==> config.mk <==
export PLATFORM = sky130hd
export DESIGN_NAME = imm_gen_pipe_flat
export DESIGN_NICKNAME = d
export VERILOG_FILES = /design/src/rtl/imm_gen_pipe_pkg.sv /design/src/rtl/imm_gen_pipe_if.sv /design/src/rtl/imm_gen_pipe_decode.sv /design/src/rtl/imm_gen_pipe.sv /design/src/flat_wrapper.sv
export SDC_FILE = /design/constraint.sdc
export NUM_CORES = 1
export LEC_CHECK = 0
export ABC_CLOCK_PERIOD_IN_PS = 3900
export BUFFER_PORTS_ARGS = -buffer_cell sky130_fd_sc_hd__buf_2
export CAP_MARGIN = 20
export CELL_PAD_IN_SITES_DETAIL_PLACEMENT = 1
export CELL_PAD_IN_SITES_GLOBAL_PLACEMENT = 1
export CORE_ASPECT_RATIO = 2
export CORE_MARGIN = 3
export CORE_UTILIZATION = 40
export DETAILED_ROUTE_END_ITERATION = 8
export GPL_TIMING_DRIVEN = 0
export PLACE_DENSITY = 0.91
export SYNTH_ARGS = -nofsm -noshare
export SYNTH_HDL_FRONTEND = slang
export SYNTH_SLANG_ARGS = --single-unit
export TNS_END_PERCENT = 50
==> constraint.sdc <==
create_clock -name clock -period 3.9 [get_ports clock]
set_clock_uncertainty 0.15 [all_clocks]
set_input_delay 0 -clock clock [delete_from_list [all_inputs] [get_ports clock]]
set_output_delay 0 -clock clock [all_outputs]
set_load 0.02 [all_outputs]
==> src/rtl/imm_gen_pipe_pkg.sv <==
// Shared opcodes, funct3 codes and the immediate-format enum for the immediate generator.
package immgen_pkg;

    localparam logic [6:0] OPC_LOAD   = 7'b0000011;
    localparam logic [6:0] OPC_FENCE  = 7'b0001111;
    localparam logic [6:0] OPC_OPIMM  = 7'b0010011;
    localparam logic [6:0] OPC_AUIPC  = 7'b0010111;
    localparam logic [6:0] OPC_STORE  = 7'b0100011;
    localparam logic [6:0] OPC_OP     = 7'b0110011;
    localparam logic [6:0] OPC_LUI    = 7'b0110111;
    localparam logic [6:0] OPC_BRANCH = 7'b1100011;
    localparam logic [6:0] OPC_JALR   = 7'b1100111;
    localparam logic [6:0] OPC_JAL    = 7'b1101111;
    localparam logic [6:0] OPC_SYSTEM = 7'b1110011;

    localparam logic [2:0] F3_SLL = 3'b001;
    localparam logic [2:0] F3_SRX = 3'b101;

    typedef enum logic [2:0] {
        FMT_NONE = 3'd0,
        FMT_I    = 3'd1,
        FMT_S    = 3'd2,
        FMT_B    = 3'd3,
        FMT_U    = 3'd4,
        FMT_J    = 3'd5,
        FMT_SH   = 3'd6,
        FMT_Z    = 3'd7
    } fmt_e;

endpackage

==> src/rtl/imm_gen_pipe_if.sv <==
// Instruction-in / immediate-out handshake bundle for imm_gen_pipe.
interface imm_gen_pipe_if #(parameter int unsigned XLEN = 32);
    logic            in_valid;
    logic            in_ready;
    logic [31:0]     instrucao;
    logic            out_valid;
    logic            out_ready;
    logic [XLEN-1:0] imediatoGerado;
    logic [2:0]      imm_fmt;
    logic            imm_illegal;

    modport master (
        output in_valid, instrucao, out_ready,
        input  in_ready, out_valid, imediatoGerado, imm_fmt, imm_illegal
    );

    modport slave (
        input  in_valid, instrucao, out_ready,
        output in_ready, out_valid, imediatoGerado, imm_fmt, imm_illegal
    );
endinterface

==> src/rtl/imm_gen_pipe_decode.sv <==
// Combinational RV32I/RV64I immediate decoder.
// IMMGEN_CSR_EN: when defined, SYSTEM opcodes with funct3[2]=1 yield fmt Z (zimm).
module imm_decode
    import immgen_pkg::*;
#(
    parameter int unsigned XLEN = 32
) (
    input  logic [31:0]     instr,
    output fmt_e            fmt,
    output logic [XLEN-1:0] imm,
    output logic            illegal
);
    logic [6:0]  opcode;
    logic [2:0]  funct3;
    logic        shamt_hi;
    logic [31:0] imm32;

    assign opcode   = instr[6:0];
    assign funct3   = instr[14:12];
    assign shamt_hi = (XLEN == 64) ? instr[25] : 1'b0;

    always_comb begin
        fmt     = FMT_NONE;
        imm32   = '0;
        illegal = 1'b0;
        case (opcode)
            OPC_LOAD, OPC_JALR: begin
                fmt   = FMT_I;
                imm32 = {{20{instr[31]}}, instr[31:20]};
            end
            OPC_OPIMM: begin
                if (funct3 == F3_SLL || funct3 == F3_SRX) begin
                    fmt   = FMT_SH;
                    imm32 = {26'd0, shamt_hi, instr[24:20]};
                end else begin
                    fmt   = FMT_I;
                    imm32 = {{20{instr[31]}}, instr[31:20]};
                end
            end
            OPC_STORE: begin
                fmt   = FMT_S;
                imm32 = {{20{instr[31]}}, instr[31:25], instr[11:7]};
            end
            OPC_BRANCH: begin
                fmt   = FMT_B;
                imm32 = {{19{instr[31]}}, instr[31], instr[7], instr[30:25], instr[11:8], 1'b0};
            end
            OPC_LUI, OPC_AUIPC: begin
                fmt   = FMT_U;
                imm32 = {instr[31:12], 12'd0};
            end
            OPC_JAL: begin
                fmt   = FMT_J;
                imm32 = {{11{instr[31]}}, instr[31], instr[19:12], instr[20], instr[30:21], 1'b0};
            end
            OPC_SYSTEM: begin
`ifdef IMMGEN_CSR_EN
                if (funct3[2]) begin
                    fmt   = FMT_Z;
                    imm32 = {27'd0, instr[19:15]};
                end
`endif
            end
            OPC_OP, OPC_FENCE: begin
            end
            default: illegal = 1'b1;
        endcase
    end

    // SH and Z immediates have bit 31 clear, so one sign-extension covers every format.
    assign imm = XLEN'($signed(imm32));

endmodule

==> src/rtl/imm_gen_pipe.sv <==
// Elastic-pipelined immediate generator: decode, optional input register, output register.
// Build option IMMGEN_CSR_EN is consumed by imm_decode.
module imm_gen_pipe
    import immgen_pkg::*;
#(
    parameter int unsigned XLEN        = 32,
    parameter int unsigned PIPE_STAGES = 2
) (
    input  logic         clock,
    input  logic         reset,
    imm_gen_pipe_if.slave bus
);
    fmt_e            dec_fmt;
    logic [XLEN-1:0] dec_imm;
    logic            dec_illegal;

    imm_decode #(.XLEN(XLEN)) u_decode (
        .instr   (bus.instrucao),
        .fmt     (dec_fmt),
        .imm     (dec_imm),
        .illegal (dec_illegal)
    );

    logic            src_valid;
    fmt_e            src_fmt;
    logic [XLEN-1:0] src_imm;
    logic            src_illegal;

    logic            o_valid;
    fmt_e            o_fmt;
    logic [XLEN-1:0] o_imm;
    logic            o_illegal;
    logic            o_ready;
    logic            src_take;

    assign o_ready  = !o_valid | bus.out_ready;
    assign src_take = src_valid & o_ready;

    generate
        if (PIPE_STAGES == 2) begin : g_two
            logic            s1_valid;
            fmt_e            s1_fmt;
            logic [XLEN-1:0] s1_imm;
            logic            s1_illegal;

            always_ff @(posedge clock) begin
                if (reset) begin
                    s1_valid   <= 1'b0;
                    s1_fmt     <= FMT_NONE;
                    s1_imm     <= '0;
                    s1_illegal <= 1'b0;
                end else begin
                    if (bus.in_ready)
                        s1_valid <= bus.in_valid;
                    if (bus.in_valid && bus.in_ready) begin
                        s1_fmt     <= dec_fmt;
                        s1_imm     <= dec_imm;
                        s1_illegal <= dec_illegal;
                    end
                end
            end

            assign src_valid    = s1_valid;
            assign src_fmt      = s1_fmt;
            assign src_imm      = s1_imm;
            assign src_illegal  = s1_illegal;
            assign bus.in_ready = !s1_valid | src_take;
        end else begin : g_one
            // Output register is the only stage; decode feeds it directly.
            assign src_valid    = bus.in_valid;
            assign src_fmt      = dec_fmt;
            assign src_imm      = dec_imm;
            assign src_illegal  = dec_illegal;
            assign bus.in_ready = o_ready;
        end
    endgenerate

    always_ff @(posedge clock) begin
        if (reset) begin
            o_valid   <= 1'b0;
            o_fmt     <= FMT_NONE;
            o_imm     <= '0;
            o_illegal <= 1'b0;
        end else begin
            if (o_ready)
                o_valid <= src_valid;
            if (src_take) begin
                o_fmt     <= src_fmt;
                o_imm     <= src_imm;
                o_illegal <= src_illegal;
            end
        end
    end

    assign bus.out_valid      = o_valid;
    assign bus.imediatoGerado = o_imm;
    assign bus.imm_fmt        = o_fmt;
    assign bus.imm_illegal    = o_illegal;

endmodule

==> src/flat_wrapper.sv <==
// flat-port wrapper written by rule: the top's interface ports become plain ports
module imm_gen_pipe_flat import immgen_pkg::*;
#(
    parameter int unsigned XLEN        = 32,
    parameter int unsigned PIPE_STAGES = 2
)
  (clock, reset, bus_in_valid, bus_instrucao, bus_out_ready, bus_in_ready, bus_out_valid, bus_imediatoGerado, bus_imm_fmt, bus_imm_illegal);
  imm_gen_pipe_if #(.XLEN(XLEN)) bus_i ();
  input  logic clock;
  input  logic reset;
  input wire logic [$bits(bus_i.in_valid)-1:0] bus_in_valid;
  input wire logic [$bits(bus_i.instrucao)-1:0] bus_instrucao;
  input wire logic [$bits(bus_i.out_ready)-1:0] bus_out_ready;
  output wire logic [$bits(bus_i.in_ready)-1:0] bus_in_ready;
  output wire logic [$bits(bus_i.out_valid)-1:0] bus_out_valid;
  output wire logic [$bits(bus_i.imediatoGerado)-1:0] bus_imediatoGerado;
  output wire logic [$bits(bus_i.imm_fmt)-1:0] bus_imm_fmt;
  output wire logic [$bits(bus_i.imm_illegal)-1:0] bus_imm_illegal;
  assign bus_i.in_valid = bus_in_valid;
  assign bus_i.instrucao = bus_instrucao;
  assign bus_i.out_ready = bus_out_ready;
  assign bus_in_ready = bus_i.in_ready;
  assign bus_out_valid = bus_i.out_valid;
  assign bus_imediatoGerado = bus_i.imediatoGerado;
  assign bus_imm_fmt = bus_i.imm_fmt;
  assign bus_imm_illegal = bus_i.imm_illegal;
  imm_gen_pipe #(.XLEN(XLEN), .PIPE_STAGES(PIPE_STAGES)) u_core (.clock(clock), .reset(reset), .bus(bus_i));
endmodule
==> results of run 1 <==
==> worst max-delay path by stage <==
stage	from	to	slack, ns	cells after the start
2_1_floorplan	u_core.bus.out_valid	u_core.g_two.s1_imm[12]	2.14	5
3_3_place_gp	u_core.bus.out_valid	u_core.bus.imediatoGerado[20]	2.03	6
3_5_place_dp	u_core.bus.out_valid	u_core.bus.imm_fmt[0]	1.89	6
4_1_cts	bus_instrucao[4]	u_core.g_two.s1_imm[3]	1.81	8
5_1_grt	bus_instrucao[4]	u_core.g_two.s1_imm[4]	1.59	8
6_report	bus_instrucao[4]	u_core.g_two.s1_imm[4]	1.75	8
==> per-layer routing <==
layer  vias up  part of all wire (%)  global-route usage [%]
met3        41                   4.0                    4.07
met5         -                     0                       0
li1       1433                     -                       -
met4         0                   4.5                    14.9
met1      1455                    34                    24.6
met2       114                    57                    48.2
==> synthesized netlist by cell type, drive strengths merged <==
master | n | share of area [%]
nand2 | 108 | 14
dfxtp | 74 | 51
a21oi | 61 | 11
o21ai | 33 | 7.4
clkbuf | 17 | 2.2
nor2 | 7 | 0.91
a22o | 6 | 1.8
nor2b | 5 | 1.1
a22oi | 4 | 1.0
buf | 4 | 1.3
inv | 4 | 0.52
nand2b | 4 | 0.86
a31oi | 3 | 0.65
and3 | 2 | 0.43
nor4 | 2 | 0.95
a32o | 1 | 0.34
a32oi | 1 | 0.30
and2 | 1 | 0.22
and4b | 1 | 0.34
nand3 | 1 | 0.17
nand3b | 1 | 0.26
nand4 | 1 | 0.22
nor3 | 1 | 0.34
nor4bb | 1 | 0.86
o21a | 1 | 0.26
o21bai | 1 | 0.26
o22a | 1 | 0.30
o22ai | 1 | 0.22
o31ai | 1 | 0.73
or4 | 1 | 0.26
==> power groups by stage <==
stage               registers [W]  clock network [W]   logic, W
floorplan                0.000779                  0  0.0000474
global route             0.000762           0.000903   0.000134
finish                   0.000763           0.000881   0.000123
global placement         0.000778                  0  0.0000920
CTS                      0.000762           0.000872   0.000121
detailed placement       0.000779                  0  0.0000953
==> tightest hold or removal path: cells and delay by family <==
kind / cells / cell delay, ns
AOI/OAI and AO/OA: 1 / 0.13
buffers and inverters: 1 / 0.11
and+or+nand+nor: 2 / 0.20
==> flip-flops by register name, summed over array words and instances, names as in the netlist <==
| register | cells |
|---|---|
| u_core.bus.out_valid | 1 |
| u_core.bus.imm_illegal | 1 |
| u_core.bus.imediatoGerado | 32 |
| u_core.g_two.s1_valid | 1 |
| u_core.bus.imm_fmt | 3 |
| u_core.g_two.s1_illegal | 1 |
| u_core.g_two.s1_fmt | 3 |
| u_core.g_two.s1_imm | 32 |
==> cell type report <==
type                       instances  area (um2)
clock buffer                      15         288
inverter                           4        15.0
multi-input combinational        250        1300
timing repair buffer             106         701
tap                               90         113
buffer                            21         103
sequential                        74        1480
fill                             851        2960
clock inverter                     1        30.0
==> per-stage QoR <==
stage / setup slack [ns] / util [%] / power [W] / instances
after floorplan: 2.14 / - / 0.000827 / 349
after global placement: 2.03 / 48.2 / 0.000870 / 511
after detailed placement: 1.89 / 48.2 / 0.000874 / 511
after CTS: 1.81 / 57.7 / 0.00176 / 561
after global routing: 1.59 / 57.7 / 0.00180 / 561
final: 1.75 / 57.7 / 0.00177 / 561
==> logic make-up after synthesis <==
group,count (synthesis),share of synthesized area (%)
AND/OR/NAND/NOR,136,21.0
AO/OA/AOI/OAI,114,23.9
flip-flops,74,51.1
buffers and inverters,25,4.05
==> flow_summary.yaml, run 1 <==
status:
  status: "finished, violations left"
  failed_checks: "hold timing"
sta:
  setup-tns-final_ns: 0
  relSlewSlack_pct: 51.2
  fmax_mhz: 465
  grt_setup_unrepaired: "false"
  tightest_slew_ns: 0.730
  drv_slew: 0
  fin_crit_ns: 2.15
  hold_violations: 1
  timing.final.crit_share_pct: 55.1
  holdWs_ns: -0.00732
  setup_violations: 0
detailed_routing:
  drc: 0
  wl_per_cell_um: 18.1
  via_per_inst: 5.42
  routed_wl_um: 10200
  vias: 3043
  firstDrtPassIters: 4
  first_iter_violations: 200
  drt.antenna.violating_nets: 0
setup_path:
  worst-path-max-fanout: 7
  critical_path_required_ns: 4.02
  crit_chain: "dlygate4sd3_1 > buf_2 > and4b_1 > nand2_2 > o21ai_4 > a22oi_1 > dlygate4sd3_1 > o21ai_0"
  worst-setup-path-type: "primary input to flop"
  cp_common_cell: "dlygate4sd3_1"
  r2r_end: "u_core.bus.imm_fmt[0]"
  path_buf_inv: 3
  crit_path_max_incr_delay_ns: 0.59
  crit_slowest_cell: "dlygate4sd3_1"
  critPathArrivalTime_ns: 2.27
  reg2reg_from: "u_core.bus.out_valid"
  endpoint_kind: "flop"
  critPathLaunchType: "primary input"
  reg2reg_depth: 6
  path_delay_family: "buffers and inverters"
  r2r_slack_ns: 1.76
synthesis:
  synth_cells: 349
  syn_avg_cell_area_um2: 8.31
  ys_seq_area_share_pct: 51.1
  yosys_warnings: 0
  ys_ff_latch: 74
  synth.cell_area_um2: 2900
  ys_types: 37
  syn_nets: 385
cells_and_area:
  syn_to_final_growth_pct: 39.0
  final_cell_mix: "nand2_1, dfxtp_1, buf_2, a21oi_1, dlygate4sd3_1"
  layout_commonest_cell: "nand2_1"
  drive_gt1_share_pct: 22.7
  stdcell_area_um2: 4030
  antenna_cells: 0
  nets: 502
pwr:
  p_switching_w: 0.000392
  clock_power_share_pct: 49.9
  power_frac_seq_pct: 43.2
  ir_drop_mv: 0.241
  swShare_pct: 22.2
  p_leak_nw: 1.58
  p_int_w: 0.00138
  combPwrFrac_pct: 7.0
  p_per_area_nw_per_um2: 438
global_route:
  grt.total_usage_pct: 25.5
  antenna_found_initial: 0
  grt_overflow: 0
  grt_max_degree: 12
  grt_pass1_wl_um: 16200
  grt_pass1_vias: 3395
cts:
  clk_latency_ns: 0.34
  cts-root-buf: "clkbuf_16"
  htree_levels: 3
  cts_tree: "yes"
  postCtsSetupBuffers: 0
  ctsResizeCount: 0
  cts_buffers: 9
  clk_pin_slew_ns: 0.06
  cts_sinks: 74
  clockBufferDepth: 2
  postCtsHoldBufs: 34
hold_path:
  hp-class: "primary input to flop"
  holdCritStartpoint: "bus_instrucao[0]"
  min_path_cells: 4
  whs_endpoint: "u_core.g_two.s1_illegal"
placed_design:
  placed_area_um2: 3370
  gp_congestion: 0.844
  place.port_buffers: 72
  hpwlAfterDp_um: 6610
floorplan:
  fp.dieH_um: 126
  die_area_um2: 8370
  rows: 43
  io_pins: 74
  initial_core_util_pct: 41.5
  die_w_um: 66.2
  core_region_area_um2: 6990
flow_run:
  maxCapViolations: 0
(Power assumes the default switching activity.)
==> run 2, diff against run 1 <==
--- a/config.mk
+++ b/config.mk
@@ -5,17 +5,17 @@
 export SDC_FILE = /design/constraint.sdc
 export NUM_CORES = 1
 export LEC_CHECK = 0
-export ABC_CLOCK_PERIOD_IN_PS = 3900
+export ABC_CLOCK_PERIOD_IN_PS = 1780
 export BUFFER_PORTS_ARGS = -buffer_cell sky130_fd_sc_hd__buf_2
 export CAP_MARGIN = 20
 export CELL_PAD_IN_SITES_DETAIL_PLACEMENT = 1
 export CELL_PAD_IN_SITES_GLOBAL_PLACEMENT = 1
 export CORE_ASPECT_RATIO = 2
 export CORE_MARGIN = 3
-export CORE_UTILIZATION = 40
+export CORE_UTILIZATION = 34
 export DETAILED_ROUTE_END_ITERATION = 8
 export GPL_TIMING_DRIVEN = 0
-export PLACE_DENSITY = 0.91
+export PLACE_DENSITY = 0.83
 export SYNTH_ARGS = -nofsm -noshare
 export SYNTH_HDL_FRONTEND = slang
 export SYNTH_SLANG_ARGS = --single-unit
==> constraint.sdc (replaced) <==
create_clock -name clock -period 1.78 [get_ports clock]
set_clock_uncertainty 0.15 [all_clocks]
set_input_delay 0 -clock clock [delete_from_list [all_inputs] [get_ports clock]]
set_output_delay 0 -clock clock [all_outputs]
set_load 0.02 [all_outputs]
==> flow_summary.yaml, run 2 (synthesis results as in run 1) <==
setup_path:
  critPathLaunchType: "primary input"
  worst-setup-path-type: "primary input to flop"
  worst-path-max-fanout: 10
  r2r_end: "u_core.bus.imediatoGerado[13]"
  critPathArrivalTime_ns: 1.76
  r2r_slack_ns: 0.09
  endpoint_kind: "flop"
  startpoint: "bus_instrucao[13]"
  critical_path_required_ns: 1.84
  reg2reg_depth: 5
  reg2reg_from: "u_core.bus.out_valid"
detailed_routing:
  vias: 2881
  firstDrtPassIters: 4
  via_per_inst: 5.14
  wl_per_cell_um: 16.5
  routed_wl_um: 9280
  drc: 0
  first_iter_violations: 144
  drt.antenna.violating_nets: 0
pwr:
  p_int_w: 0.00281
  clock_power_share_pct: 45.6
  p_leak_nw: 1.59
  p_per_area_nw_per_um2: 894
  swShare_pct: 21.7
  p_switching_w: 0.000775
  power_frac_seq_pct: 46.7
  combPwrFrac_pct: 7.7
  ir_drop_mv: 0.480
global_route:
  grt_max_degree: 11
  grt.total_usage_pct: 19.1
  grt_overflow: 0
  antenna_found_initial: 0
  grt_pass1_vias: 3065
  grt_pass1_wl_um: 14400
status:
  status: "completed"
sta:
  grt_setup_unrepaired: "true"
  drv_slew: 0
  timing.final.crit_share_pct: 95.4
  fmax_mhz: 589
  relSlewSlack_pct: 46.7
  hold_violations: 0
  tightest_slew_ns: 0.798
  setup_violations: 0
  worst_slack_ns: 0.0815
  fin_crit_ns: 1.70
cts:
  postCtsSetupBuffers: 0
  cts_tree: "yes"
  cts_buffers: 9
  clk_pin_slew_ns: 0.05
  clk_latency_ns: 0.33
  cts-root-buf: "clkbuf_16"
  htree_levels: 3
  cts_sinks: 74
  clockBufferDepth: 2
floorplan:
  io_pins: 74
  core_region_area_um2: 8290
  fp.dieH_um: 137
  initial_core_util_pct: 35.0
  rows: 47
  die_area_um2: 9750
  die_w_um: 71.3
placed_design:
  place.port_buffers: 72
  dp_cells: 519
  gp_congestion: 0.857
  hpwlAfterDp_um: 6540
  place_ws_ns: -0.239
cells_and_area:
  final_cell_mix: "nand2_1, buf_2, dfxtp_1, a21oi_1, dlygate4sd3_1"
  antenna_cells: 0
  n_fill_cell: 1028
  layout_commonest_cell: "nand2_1"
  nets: 498
  drive_gt1_share_pct: 25.9
  syn_to_final_growth_pct: 38.0
  final_cell_count_no_fill: 561
hold_path:
  holdCritStartpoint: "bus_instrucao[0]"
  whs_endpoint: "u_core.g_two.s1_illegal"
  hp-class: "primary input to flop"
  min_path_cells: 4
flow_run:
  maxCapViolations: 0
-- run 2: through the flow --
stage	cell area (um2)	TNS, ns	hold WS (ns)	utilization, %	power (W)
final	4000	0	0.0401	48.3	0.00358
after CTS	3970	0	0.00946	47.9	0.00359
after global placement	3380	-2.55	0.100	40.8	0.00191
after detailed placement	3380	-5.95	0.100	40.8	0.00192
after global routing	4000	-0.0526	0.0589	48.3	0.00371
after floorplan	2900	0	-0.0243	-	0.00181
-- run 2: layout make-up --
| cell class | instances | area, um2 | area share [%] |
|---|---|---|---|
| Timing Repair Buffer | 103 | 671 | 16.7 |
| Buffer | 20 | 114 | 2.84 |
| Inverter | 4 | 15.0 | 0.375 |
| Tap cell | 98 | 123 | 3.06 |
| Clock buffer | 12 | 267 | 6.66 |
| Sequential cell | 74 | 1480 | 37.0 |
| Multi-Input combinational cell | 250 | 1330 | 33.3 |
-- run 2: repair_timing --
action | 4_1_cts | 5_1_grt
endpoints found under the hold margin | 38 | 0
gates cloned | 0 | 0
gates resized for setup | 8 | 16
setup endpoints to repair | 40 | 56
hold buffers | 31 | 0
-- run 2: critical path: stages --
cell and delay, ns:
dlygate4sd3_1 0.52, buf_2 0.13, nor2b_2 0.22, o21a_1 0.25, o22ai_2 0.13, buf_4 0.19, a21oi_1 0.19, o21ai_0 0.11
-- run 2: per-layer routing --
metal	part of all wire, %	GRT usage [%]	up-vias	routed length (um)
li1	-	-	1410	-
met1	34	17.6	1371	3180
met2	58	37.1	74	5370
met3	3.7	3.38	26	341
met4	4.2	11.7	0	386
met5	0	0	-	0
-- run 2: how the worst max path moves through the flow --
stage                                    endpoint  slack, ns
CTS                       u_core.g_two.s1_imm[15]     0.0001
floorplan                 u_core.g_two.s1_imm[12]       0.02
detailed placement  u_core.bus.imediatoGerado[24]      -0.24
finish                    u_core.g_two.s1_imm[22]       0.08
global placement    u_core.bus.imediatoGerado[21]      -0.13
global route        u_core.bus.imediatoGerado[13]      -0.03
-- run 2: power groups by stage --
stage | sequential (W) | clock (W) | combinational, W
CTS | 0.00167 | 0.00166 | 0.000266
global placement | 0.00171 | 0 | 0.000203
global route | 0.00167 | 0.00175 | 0.000299
finish | 0.00167 | 0.00163 | 0.000275
detailed placement | 0.00171 | 0 | 0.000210
floorplan | 0.00171 | 0 | 0.000104
==> run 3, diff against run 2 <==
--- a/config.mk
+++ b/config.mk
@@ -14,7 +14,6 @@
 export CORE_MARGIN = 3
 export CORE_UTILIZATION = 34
 export DETAILED_ROUTE_END_ITERATION = 8
-export GPL_TIMING_DRIVEN = 0
 export PLACE_DENSITY = 0.83
 export SYNTH_ARGS = -nofsm -noshare
 export SYNTH_HDL_FRONTEND = slang
==> constraint.sdc (replaced) <==
create_clock -name clock -period 1.78 [get_ports clock]
set_clock_uncertainty 0.15 [all_clocks]
set_input_delay 0.534 -clock clock [delete_from_list [all_inputs] [get_ports clock]]
set_output_delay 0.534 -clock clock [all_outputs]
set_load 0.02 [all_outputs]
==> flow_summary.yaml, run 3 (synthesis results as in run 1) <==
pwr:
  p_per_area_nw_per_um2: 931
  ir_drop_mv: 0.526
  p_leak_nw: 1.61
floorplan:
  rows: 47
  die_w_um: 71.3
  initial_core_util_pct: 35.0
  fp.dieH_um: 137
  die_area_um2: 9750
  core_region_area_um2: 8290
  io_pins: 74
detailed_routing:
  via_per_inst: 5.05
  first_iter_violations: 108
  firstDrtPassIters: 4
  routed_wl_um: 8990
  wl_per_cell_um: 16.2
  drt.antenna.violating_nets: 0
  drc: 0
  vias: 2805
setup_path:
  cp_common_cell: "buf_4"
  critical_path_required_ns: 1.90
  path_buf_inv: 3
  endpoint_kind: "flop"
  crit_slowest_cell: "nor4bb_4"
  crit_path_max_incr_delay_ns: 0.33
  critPathLaunchType: "primary input"
  reg2reg_depth: 7
  worst-setup-path-type: "primary input to flop"
  critPathArrivalTime_ns: 1.86
  r2r_slack_ns: 0.16
  worst-path-max-fanout: 8
  path_delay_family: "buffers and inverters"
  crit_chain: "buf_2 > nor4bb_4 > buf_4 > nand3_2 > o21ai_1 > buf_4 > a21oi_1 > o21ai_2"
  cp.depth: 8
global_route:
  top_usage_layer: "met2"
  grt.total_usage_pct: 18.8
  antenna_found_initial: 0
  grt_pass1_vias: 2931
  grt_util_met2_pct: 36.6
  grt_max_degree: 37
  grt_pass1_wl_um: 14200
  grt_use_met1_pct: 18.3
  grtUsageMet3_pct: 3.31
  grt_overflow: 0
status:
  status: "completed"
sta:
  hold_violations: 0
  relSlewSlack_pct: 81.5
  fin_crit_ns: 1.74
  fmax_mhz: 575
  tightest_slew_ns: 0.275
  grt_setup_unrepaired: "true"
  worst_slack_ns: 0.0410
  timing.final.crit_share_pct: 97.7
  setup_violations: 0
  drv_slew: 0
hold_path:
  min_path_cells: 2
  hp-class: "primary input to flop"
cells_and_area:
  drive_gt1_share_pct: 32.4
  layout_commonest_cell: "nand2_1"
  stdcell_area_um2: 3950
  antenna_cells: 0
  final_cell_count_no_fill: 555
  syn_to_final_growth_pct: 36.2
  n_fill_cell: 1023
  final_cell_mix: "nand2_1, dfxtp_1, buf_2, a21oi_1, buf_4"
  nets: 488
placed_design:
  placed_area_um2: 3620
  place.port_buffers: 73
  dp_cells: 535
  place_ws_ns: -0.324
  gp_congestion: 0.834
  hpwlAfterDp_um: 6850
cts:
  postCtsHoldBufs: 0
  cts-root-buf: "clkbuf_16"
  clk_latency_ns: 0.33
  clk_pin_slew_ns: 0.06
  cts_tree: "yes"
  clockBufferDepth: 2
  cts_sinks: 74
  htree_levels: 3
  cts_buffers: 9
flow_run:
  maxCapViolations: 0
[run 3: report_power, final]
group          leakage, nW  internal (W)  switching, W  total, W
logic                0.873      0.000107      0.000155  0.000262
clock network        0.138       0.00108      0.000665   0.00175
registers            0.597       0.00166    0.00000470   0.00167
total                 1.61       0.00285      0.000824   0.00368
[run 3: final timing paths]
kind                                              start                            end
worst min register to register  u_core.g_two.s1_imm[12]  u_core.bus.imediatoGerado[12]
worst min-delay path                  bus_instrucao[27]         u_core.g_two.s1_imm[7]
worst max-delay path                   bus_instrucao[3]        u_core.g_two.s1_imm[17]
worst max register to register    u_core.g_two.s1_valid        u_core.g_two.s1_imm[25]
[run 3: final cells by class]
type	instances	area [um2]	share of cell area, %
sequential	74	1480	37.5
multi-input combinational	250	1330	33.7
timing repair buffer	113	718	18.2
clock buffer	13	240	6.08
tap	98	123	3.10
clock inverter	3	40.0	1.01
inverter	4	15.0	0.380
[run 3: worst register-to-register path, delay by kind of cell, from the launching register on]
family                 cells  cell delay [ns]
flip-flops                 1             0.33
AND/OR/NAND/NOR            3             0.46
AO/OA/AOI/OAI              2             0.30
buffers and inverters      2             0.30
[run 3: per-stage QoR]
step | TNS (ns) | utilization [%] | hold WS, ns | power, W
floorplan | -1.54 | - | 0.275 | 0.00181
global route | -0.956 | 47.7 | 0.309 | 0.00381
detailed placement | -9.59 | 43.6 | 0.291 | 0.00196
CTS | 0 | 47.0 | 0.283 | 0.00371
global placement | -7.91 | 43.6 | 0.288 | 0.00196
finish | 0 | 47.7 | 0.290 | 0.00368
[run 3: metal layers]
metal  up-vias  routed length (um)
met3        15                 324
met2        61                5220
li1       1395                   -
met1      1334                3200
met4         0                 253
met5         -                   0
[run 3: timing repair]
item	CTS	global route
cloned	0	1
setup endpoints to repair	2	33
setup buffers	1	3
pin swaps	2	2
gates resized for setup	3	16
